**src/rtl/debouncer_multi.sv**
```systemverilog
// N-channel debouncer: 2-flop synchroniser, stability filter, press/release pulses
// and optional hold-to-repeat. All outputs are registered in the CLK50M domain.
module debouncer_multi #(
    parameter int N             = 2,
    parameter bit ACTIVE_LOW    = 1'b1,
    parameter int STABLE_CYCLES = 500000,
    parameter bit REPEAT_EN     = 1'b0,
    parameter int REPEAT_DELAY  = 25000000,
    parameter int REPEAT_PERIOD = 5000000
) (
    input  logic         CLK50M,
    input  logic         Reset,
    input  logic [N-1:0] A_noisy,
    output logic [N-1:0] A,
    output logic [N-1:0] Press,
    output logic [N-1:0] Release,
    output logic [N-1:0] Repeat
);
    localparam int CNT_W   = $clog2(STABLE_CYCLES);
    localparam int TMR_MAX = (REPEAT_DELAY > REPEAT_PERIOD) ? REPEAT_DELAY : REPEAT_PERIOD;
    localparam int TMR_W   = (TMR_MAX > 1) ? $clog2(TMR_MAX) : 1;

    localparam logic [CNT_W-1:0] CNT_LAST = CNT_W'(STABLE_CYCLES - 1);
    localparam logic [TMR_W-1:0] DLY_LAST = TMR_W'(REPEAT_DELAY - 1);
    localparam logic [TMR_W-1:0] PER_LAST = TMR_W'(REPEAT_PERIOD - 1);

    typedef enum logic [1:0] {RELEASED, HELD, REPEATING} state_t;

    logic [N-1:0] norm, s1, s2;

    assign norm = ACTIVE_LOW ? ~A_noisy : A_noisy;

    // NOTE: sequential state always uses non-blocking (<=) so every flop samples pre-edge values.
    always_ff @(posedge CLK50M or posedge Reset) begin
        if (Reset) begin
            s1 <= '0;
            s2 <= '0;
        end else begin
            s1 <= norm;
            s2 <= s1;
        end
    end

    for (genvar i = 0; i < N; i++) begin : g_ch
        state_t           state, state_nxt;
        logic [CNT_W-1:0] cnt, cnt_nxt;
        logic [TMR_W-1:0] tmr, tmr_nxt;
        logic             a_q, a_nxt;
        logic             press_q, press_nxt;
        logic             rel_q, rel_nxt;
        logic             rep_q, rep_nxt;
        logic             acc_press, acc_rel;

        always_ff @(posedge CLK50M or posedge Reset) begin
            if (Reset) begin
                state   <= RELEASED;
                cnt     <= '0;
                tmr     <= '0;
                a_q     <= 1'b0;
                press_q <= 1'b0;
                rel_q   <= 1'b0;
                rep_q   <= 1'b0;
            end else begin
                state   <= state_nxt;
                cnt     <= cnt_nxt;
                tmr     <= tmr_nxt;
                a_q     <= a_nxt;
                press_q <= press_nxt;
                rel_q   <= rel_nxt;
                rep_q   <= rep_nxt;
            end
        end

        // NOTE: every signal written here gets a default first, so no path can infer a latch.
        always_comb begin
            a_nxt     = a_q;
            cnt_nxt   = cnt;
            state_nxt = state;
            tmr_nxt   = tmr;
            press_nxt = 1'b0;
            rel_nxt   = 1'b0;
            rep_nxt   = 1'b0;
            acc_press = 1'b0;
            acc_rel   = 1'b0;

            // Any sample matching the accepted level throws away the accumulated count.
            if (s2[i] == a_q) begin
                cnt_nxt = '0;
            end else if (cnt == CNT_LAST) begin
                a_nxt     = s2[i];
                cnt_nxt   = '0;
                acc_press = s2[i];
                acc_rel   = ~s2[i];
            end else begin
                cnt_nxt = cnt + 1'b1;
            end

            case (state)
                RELEASED: begin
                    if (acc_press) begin
                        state_nxt = HELD;
                        tmr_nxt   = '0;
                        press_nxt = 1'b1;
                    end
                end
                HELD: begin
                    if (acc_rel) begin
                        state_nxt = RELEASED;
                        tmr_nxt   = '0;
                        rel_nxt   = 1'b1;
                    end else if (REPEAT_EN && tmr == DLY_LAST) begin
                        state_nxt = REPEATING;
                        tmr_nxt   = '0;
                        press_nxt = 1'b1;
                        rep_nxt   = 1'b1;
                    end else if (REPEAT_EN) begin
                        tmr_nxt = tmr + 1'b1;
                    end
                end
                REPEATING: begin
                    // Release takes priority over a repeat due in the same cycle.
                    if (acc_rel) begin
                        state_nxt = RELEASED;
                        tmr_nxt   = '0;
                        rel_nxt   = 1'b1;
                    end else if (tmr == PER_LAST) begin
                        tmr_nxt   = '0;
                        press_nxt = 1'b1;
                        rep_nxt   = 1'b1;
                    end else begin
                        tmr_nxt = tmr + 1'b1;
                    end
                end
                default: begin
                    state_nxt = RELEASED;
                    tmr_nxt   = '0;
                end
            endcase
        end

        assign A[i]       = a_q;
        assign Press[i]   = press_q;
        assign Release[i] = rel_q;
        assign Repeat[i]  = rep_q;
    end

endmodule

```
**config.mk**
```make
export PLATFORM = sky130hd
export DESIGN_NAME = debouncer_multi
export DESIGN_NICKNAME = d
export VERILOG_FILES = /design/src/rtl/debouncer_multi.sv
export SDC_FILE = /design/constraint.sdc
export NUM_CORES = 1
export LEC_CHECK = 0
export BUFFER_PORTS_ARGS = -buffer_cell sky130_fd_sc_hd__buf_2
export CORE_UTILIZATION = 60
export CTS_CLUSTER_DIAMETER = 100
export DETAILED_ROUTE_END_ITERATION = 10
export PLACE_DENSITY = 0.85
export SYNTH_ARGS = -nofsm -noshare
export SYNTH_HDL_FRONTEND = slang
export SYNTH_SLANG_ARGS = --single-unit
```
**constraint.sdc**
```tcl
create_clock -name CLK50M -period 2.3 [get_ports CLK50M]
set_input_delay 0.46 -clock CLK50M [delete_from_list [all_inputs] [get_ports CLK50M]]
set_output_delay 0.46 -clock CLK50M [all_outputs]
set_load 0.02 [all_outputs]
```
==> reports/metrics.yaml, run 1 <==
grt:
  grt_max_degree: 34
  antenna_found_initial: 0
  grtUsageTotal: 0.2304
  grt_overflow: 0
  grt_pass1_vias: 1689
  grt_pass1_wl_mm: 7.541
clock_network:
  cts_tree: "done"
  clk_root_buffer_cell: "clkbuf_8"
  clock_latency_ns: 0.31
  htree_levels: 2
  cts-resized-gates: 0
  clkTransAtPathRegs_ns: 0.10
  holdBufCountCts: 0
  cts-buffers-inserted: 5
  clkSinkCount: 50
  clockBufferDepth: 2
  cts_setup_buffers: 0
drt:
  ant_nets: 0
  route.met3.wl_um: 119
  wl_met2_mm: 2.426
  first_iter_violations: 179
  drc_errors: 0
  topRoutingLayerUsed: "met4"
  drt_wl_total_mm: 4.634
  drt_pass1_iterations: 4
  dr_total_vias: 1808
  viasPerCell: 5.814
  drt-met1-wl_mm: 1.956
  avgRoutedWirePerCell_um: 14.90
synth:
  yosys.area_share.simple: 0.2780
  synth_top_family_by_area: "simple AND/OR/NAND/NOR gates"
  syn_area_um2: 2511
  yosys_warnings: 0
  seq_area_frac_synth: 0.4983
  synth_cell_types: 43
  synth_fa_ha_area_frac: 0.009965
  synth_cells: 251
  synth_edf_count: 0
  synth-compound-area-share: 0.04385
  yosys.area.top_type: "dfrtp_1"
  syn_avg_cell_area_um2: 10.00
  synth.area.top_cells: "dfrtp_1 50%, xnor2_1 8.0%, nor2_1 5.7%"
  synthMuxAreaShare: 0.008470
  synth_xor_area_frac: 0.1046
  yosysTopAreaCellShare: 0.4983
  ys_dominant_reg_cell: "dfrtp_1"
  async_flop_share: 1.000
  synth_seq_cells: 50
setup_path:
  path_class: "flop to flop"
  worstSetupEndpointType: "flop"
  critPathMaxFanout: 6
  crit_path_start_kind: "flop"
  crit_arrival_ns: 2.15
  worstPathRequired_ns: 2.53
power_and_ir_drop:
  seq_power_share: 0.563
  powerDensity_nw_per_um2: 595.5
  p_int_w: 0.001239
  leakage_nw: 1.090
  clockPowerShare: 0.399
  swShare: 0.2267
  ir_worst_vdd_mv: 0.3304
  comb_power_share: 0.037
  p_sw_w: 0.0003634
floorplan:
  io_pins: 12
  initial_core_util: 0.6278
  num_rows: 23
  die_width_um: 66.70
  die_y_um: 66.70
  core-area_um2: 4000
  dieArea_um2: 4448
final_layout:
  layout_common_cells: "50 x dfrtp_1, 38 x nor2_1, 23 x xnor2_1"
  fillers: 305
  fin_area_um2: 2691
  diodes: 0
  nets: 266
  final_util: 0.6728
  area_growth_pct: 7.175
  drive_above_1_share: 0.1226
  final_common_cell: "dfrtp_1"
placement:
  portBuffers: 9
  gp_congestion: 0.8555
  place_area_um2: 2574
  dp_slack_ns: 0.4121
  dp_hpwl_mm: 3.320
timing:
  timing.final.ws_setup_ns: 0.3801
  fmax_ghz: 0.5209
  fin_tns_setup_ns: 0
  finalCritPeriodShare: 0.8347
  grt_setup_unrepaired: "no"
  worst_slew_pin_slew_ns: 0.6532
  drv_slew: 0
  slew-limit-headroom: 0.5639
  holdWs_ns: 0.2248
  setup_violations: 0
  clock_skew_ns: 0.01018
  fin_crit_ns: 1.920
  report.final.hold_viol_count: 0
flow_run:
  maxCapViolations: 0
hold_path:
  hold_class: "primary input to asynchronous set/reset pin"
status:
  status: "finished, final reports clean"
==> sequential cells by signal, indices dropped and copies added, names as in the netlist <==
register	flops
g_ch.a_q	2
s1	2
s2	2
g_ch.rel_q	2
g_ch.cnt	38
g_ch.state	2
g_ch.press_q	2
==> power by group through the flow <==
stage          clock [W]  combinational, W  sequential (W)
3_5_place_dp           0         0.0000614        0.000921
3_3_place_gp           0         0.0000580        0.000919
4_1_cts         0.000654         0.0000618        0.000903
5_1_grt         0.000693         0.0000681        0.000905
6_report        0.000640         0.0000597        0.000903
2_1_floorplan          0         0.0000456        0.000918
==> worst max-delay path, cell delays in order, from the launching register on <==
cell and delay (ns):
dfrtp_1 0.41, ha_1 0.24, and4_1 0.28, nand2_1 0.15
or4_1 0.54, a22oi_1 0.21
==> cell families after synthesis <==
kind of cell,count (synthesis)
XOR/XNOR,30
buffers and inverters,27
other,1
flip-flops,50
multiplexers,2
AO/OA/AOI/OAI,17
adder cells (fa/ha/maj),2
AND/OR/NAND/NOR,122
==> cell usage after synthesis (2+ instances only) <==
| cell type | number |
|---|---|
| or3_1 | 4 |
| or4_1 | 4 |
| o21ai_0 | 4 |
| buf_2 | 2 |
| ha_1 | 2 |
| dfrtp_1 | 50 |
| o31ai_1 | 2 |
| nor2_1 | 38 |
| nand4_1 | 9 |
| xor2_1 | 7 |
| nand3_1 | 12 |
| inv_1 | 14 |
| nand4b_1 | 3 |
| and4_1 | 2 |
| buf_4 | 9 |
| nand3_4 | 2 |
| a21oi_1 | 6 |
| xnor2_1 | 23 |
| nor4_1 | 12 |
| nor3_1 | 10 |
| nand2_1 | 13 |
| and2_1 | 2 |
==> final timing paths <==
check / from / end / slack (ns) / cells after the start
max: g_ch[0].cnt[0] / g_ch[0].state[0] / 0.38 / 5
min: Reset / g_ch[1].cnt[2] / 0.22 / 2
max reg2reg: g_ch[0].cnt[0] / g_ch[0].state[0] / 0.38 / 5
min reg2reg: s1[0] / s2[0] / 0.36 / 0
max in group asynchronous: Reset / g_ch[1].cnt[15] / 1.45 / 3
min in group CLK50M: A_noisy[1] / s1[1] / 0.27 / 2
==> stage by stage <==
| stage | instances | total power, W |
|---|---|---|
| after floorplan | 252 | 0.0009636 |
| after global placement | 303 | 0.0009774 |
| after detailed placement | 303 | 0.0009820 |
| after CTS | 311 | 0.001619 |
| after global routing | 311 | 0.001665 |
| final | 311 | 0.001603 |
==> metal layers <==
layer  vias to the layer above  track usage
met3                        11      0.04623
met4                         0       0.1250
li1                        887            -
met2                        30       0.3965
met5                         -            0
met1                       880       0.2664
==> final cells by class <==
| type | count | area, um^2 | share of cell area |
|---|---|---|---|
| timing repair buffer | 14 | 82.58 | 0.03068 |
| inverter | 14 | 52.55 | 0.01953 |
| sequential | 50 | 1251 | 0.4649 |
| multi-input combinational | 175 | 1125 | 0.4179 |
| tap | 50 | 62.56 | 0.02325 |
| clock inverter | 3 | 48.80 | 0.01813 |
| clock buffer | 5 | 68.82 | 0.02557 |
No activity file was read; power rests on OpenSTA's default activity.
==> run 2, diff against run 1 <==
Clock period 2.3 ns to 1.9 ns, I/O delays scaled along.
==> run 2 against run 1 <==
  * Critical path depth stayed put
  * Total power is 14% higher
  * Final cell count is 1.3% higher
  * Clock skew is 0.0041 ns lower
  * Via count is 3.8% higher
  * Die area stayed put
  * Sequential share of layout area is 0.95 points lower
  * Count of clock-buffer cells in the layout is 1 higher
  * Maximum frequency is 5.3% higher
==> reports/metrics.yaml, run 2 (synthesis results as in run 1) <==
setup_path:
  critPathMaxFanout: 7  # +1
  path_class: "flop to flop"
  rrSetupSlack_ns: 0.08  # -0.30 ns
  worstPathRequired_ns: 2.09  # -0.44 ns
  rr_startpoint: "g_ch[1].cnt[0]"
  crit_arrival_ns: 2.02  # -0.13 ns
  crit_path_start_kind: "flop"
  worstSetupEndpointType: "flop"
  crit_start: "g_ch[1].cnt[0]"
clock_network:
  cts-buffers-inserted: 5  # unchanged
  holdBufCountCts: 0  # unchanged
  clkTransAtPathRegs_ns: 0.09  # about the same
  clkSinkCount: 50  # unchanged
  htree_levels: 2  # unchanged
  clock_latency_ns: 0.30  # about the same
  clk_root_buffer_cell: "clkbuf_8"
  cts_tree: "done"
  clockBufferDepth: 2  # unchanged
power_and_ir_drop:
  seq_power_share: 0.600  # +0.037
  swShare: 0.2277  # +0.0009145
  clockPowerShare: 0.353  # -0.046
  p_sw_w: 0.0004152  # +14%
  leakage_nw: 1.110  # +1.8%
  powerDensity_nw_per_um2: 663.7  # +11%
  p_int_w: 0.001409  # +14%
  ir_worst_vdd_mv: 0.4478  # +36%
  comb_power_share: 0.046  # +0.009
flow_run:
  maxCapViolations: 0  # unchanged
floorplan:
  core-area_um2: 4000  # unchanged
  die_y_um: 66.70  # unchanged
  initial_core_util: 0.6278  # unchanged
  io_pins: 12  # unchanged
  num_rows: 23  # unchanged
  die_width_um: 66.70  # unchanged
  dieArea_um2: 4448  # unchanged
drt:
  drt_pass1_iterations: 6  # +2
  avgRoutedWirePerCell_um: 14.67  # -1.5%
  viasPerCell: 5.956  # +2.4%
  dr_total_vias: 1876  # +3.8%
  ant_nets: 0  # unchanged
  drc_errors: 0  # unchanged
  drt_wl_total_mm: 4.621  # -0.28%
  first_iter_violations: 210  # +17%
grt:
  antenna_found_initial: 0  # unchanged
  grtUsageTotal: 0.2202  # -0.01024
  grt_overflow: 0  # unchanged
  grt_pass1_wl_mm: 7.424  # -1.6%
  grt_max_degree: 33  # -2.9%
  grt_pass1_vias: 1680  # -0.53%
placement:
  gp_congestion: 0.8982  # +5.0%
  dp.cells: 305  # +0.66%
  dp_hpwl_mm: 3.221  # -3.0%
  dp_slack_ns: 0.02594  # -0.3862 ns
  portBuffers: 9  # unchanged
  place_area_um2: 2614  # +1.6%
timing:
  report.final.hold_viol_count: 0  # unchanged
  timing.final.ws_setup_ns: 0.07628  # -0.3038 ns
  grt_setup_unrepaired: "no"
  setup_violations: 0  # unchanged
  clock_skew_ns: 0.006107  # -0.004070 ns
  fin_crit_ns: 1.824  # -0.09620 ns
  fin_tns_setup_ns: 0  # unchanged
  finalCritPeriodShare: 0.9599  # +0.1251
  fmax_ghz: 0.5483  # +5.3%
  drv_slew: 0  # unchanged
final_layout:
  diodes: 0  # unchanged
  regMostFlops: "g_ch.cnt"
  largest_reg_flops: 38  # unchanged
  fillers: 264  # -13%
  layout_common_cells: "50 x dfrtp_1, 37 x nor2_1, 23 x xnor2_1"
  final_common_cell: "dfrtp_1"
  fin_area_um2: 2748  # +2.1%
  area_growth_pct: 9.417
  drive_above_1_share: 0.1509  # +0.02834
  nets: 270  # +1.5%
  instances_no_fill: 315  # +1.3%
status:
  status: "finished, final reports clean"
hold_path:
  hold_class: "primary input to asynchronous set/reset pin"
==> run 2: layout make-up <==
class	instances	area (um^2)	share of cell area
repair buffers	18	137.6	0.05009
clock buffers	6	82.58	0.03005
clock inverters	2	17.52	0.006375
flip-flops and latches	50	1251	0.4554
multi-input cells	175	1144	0.4162
inverters	14	52.55	0.01913
well taps	50	62.56	0.02277
==> run 2: worst paths after layout <==
path,endpoint,depth (start not counted)
worst max-delay path,g_ch[1].a_q,5
worst min-delay path,g_ch[0].press_q,2
worst max register to register,g_ch[1].a_q,5
worst min register to register,s2[0],0
max in group asynchronous,g_ch[0].cnt[9],3
min in group CLK50M,s1[1],2
==> run 2: per-stage QoR <==
| step | utilization | total power (W) | hold slack (ns) |
|---|---|---|---|
| CTS | 0.6784 | 0.001833 | 0.06571 |
| global route | 0.6869 | 0.001902 | 0.08657 |
| floorplan | - | 0.001166 | 0.3312 |
| global placement | 0.6534 | 0.001188 | 0.3315 |
| detailed placement | 0.6534 | 0.001193 | 0.3358 |
| finish | 0.6869 | 0.001824 | 0.06061 |
==> run 2: worst max-delay path: stages (launching register included) <==
cell and delay (ns):
dfrtp_1 0.38, ha_2 0.24, nand3_4 0.12, or3_1 0.42
nor2_2 0.20, mux2_2 0.36
==> run 2: power by group through the flow <==
stage | Clock [W] | Sequential (W) | Combinational (W)
final | 0.000644 | 0.00109 | 0.0000844
after global routing | 0.000708 | 0.00110 | 0.0000961
after CTS | 0.000661 | 0.00109 | 0.0000789
after detailed placement | 0 | 0.00111 | 0.0000786
after global placement | 0 | 0.00111 | 0.0000756
after floorplan | 0 | 0.00111 | 0.0000553
==> run 2: routing by layer <==
| layer | GRT usage | wire length (um) | up-vias |
|---|---|---|---|
| met5 | 0 | 0 | - |
| met4 | 0.08511 | 89 | 0 |
| met3 | 0.05308 | 213 | 12 |
| met2 | 0.3775 | 2357 | 57 |
| met1 | 0.2637 | 1961 | 915 |
| li1 | - | - | 892 |
==> run 2: repair_timing <==
item | CTS | global route
gates resized for setup | 0 | 5
setup endpoints to repair | 0 | 5
buffers inserted | 0 | 2
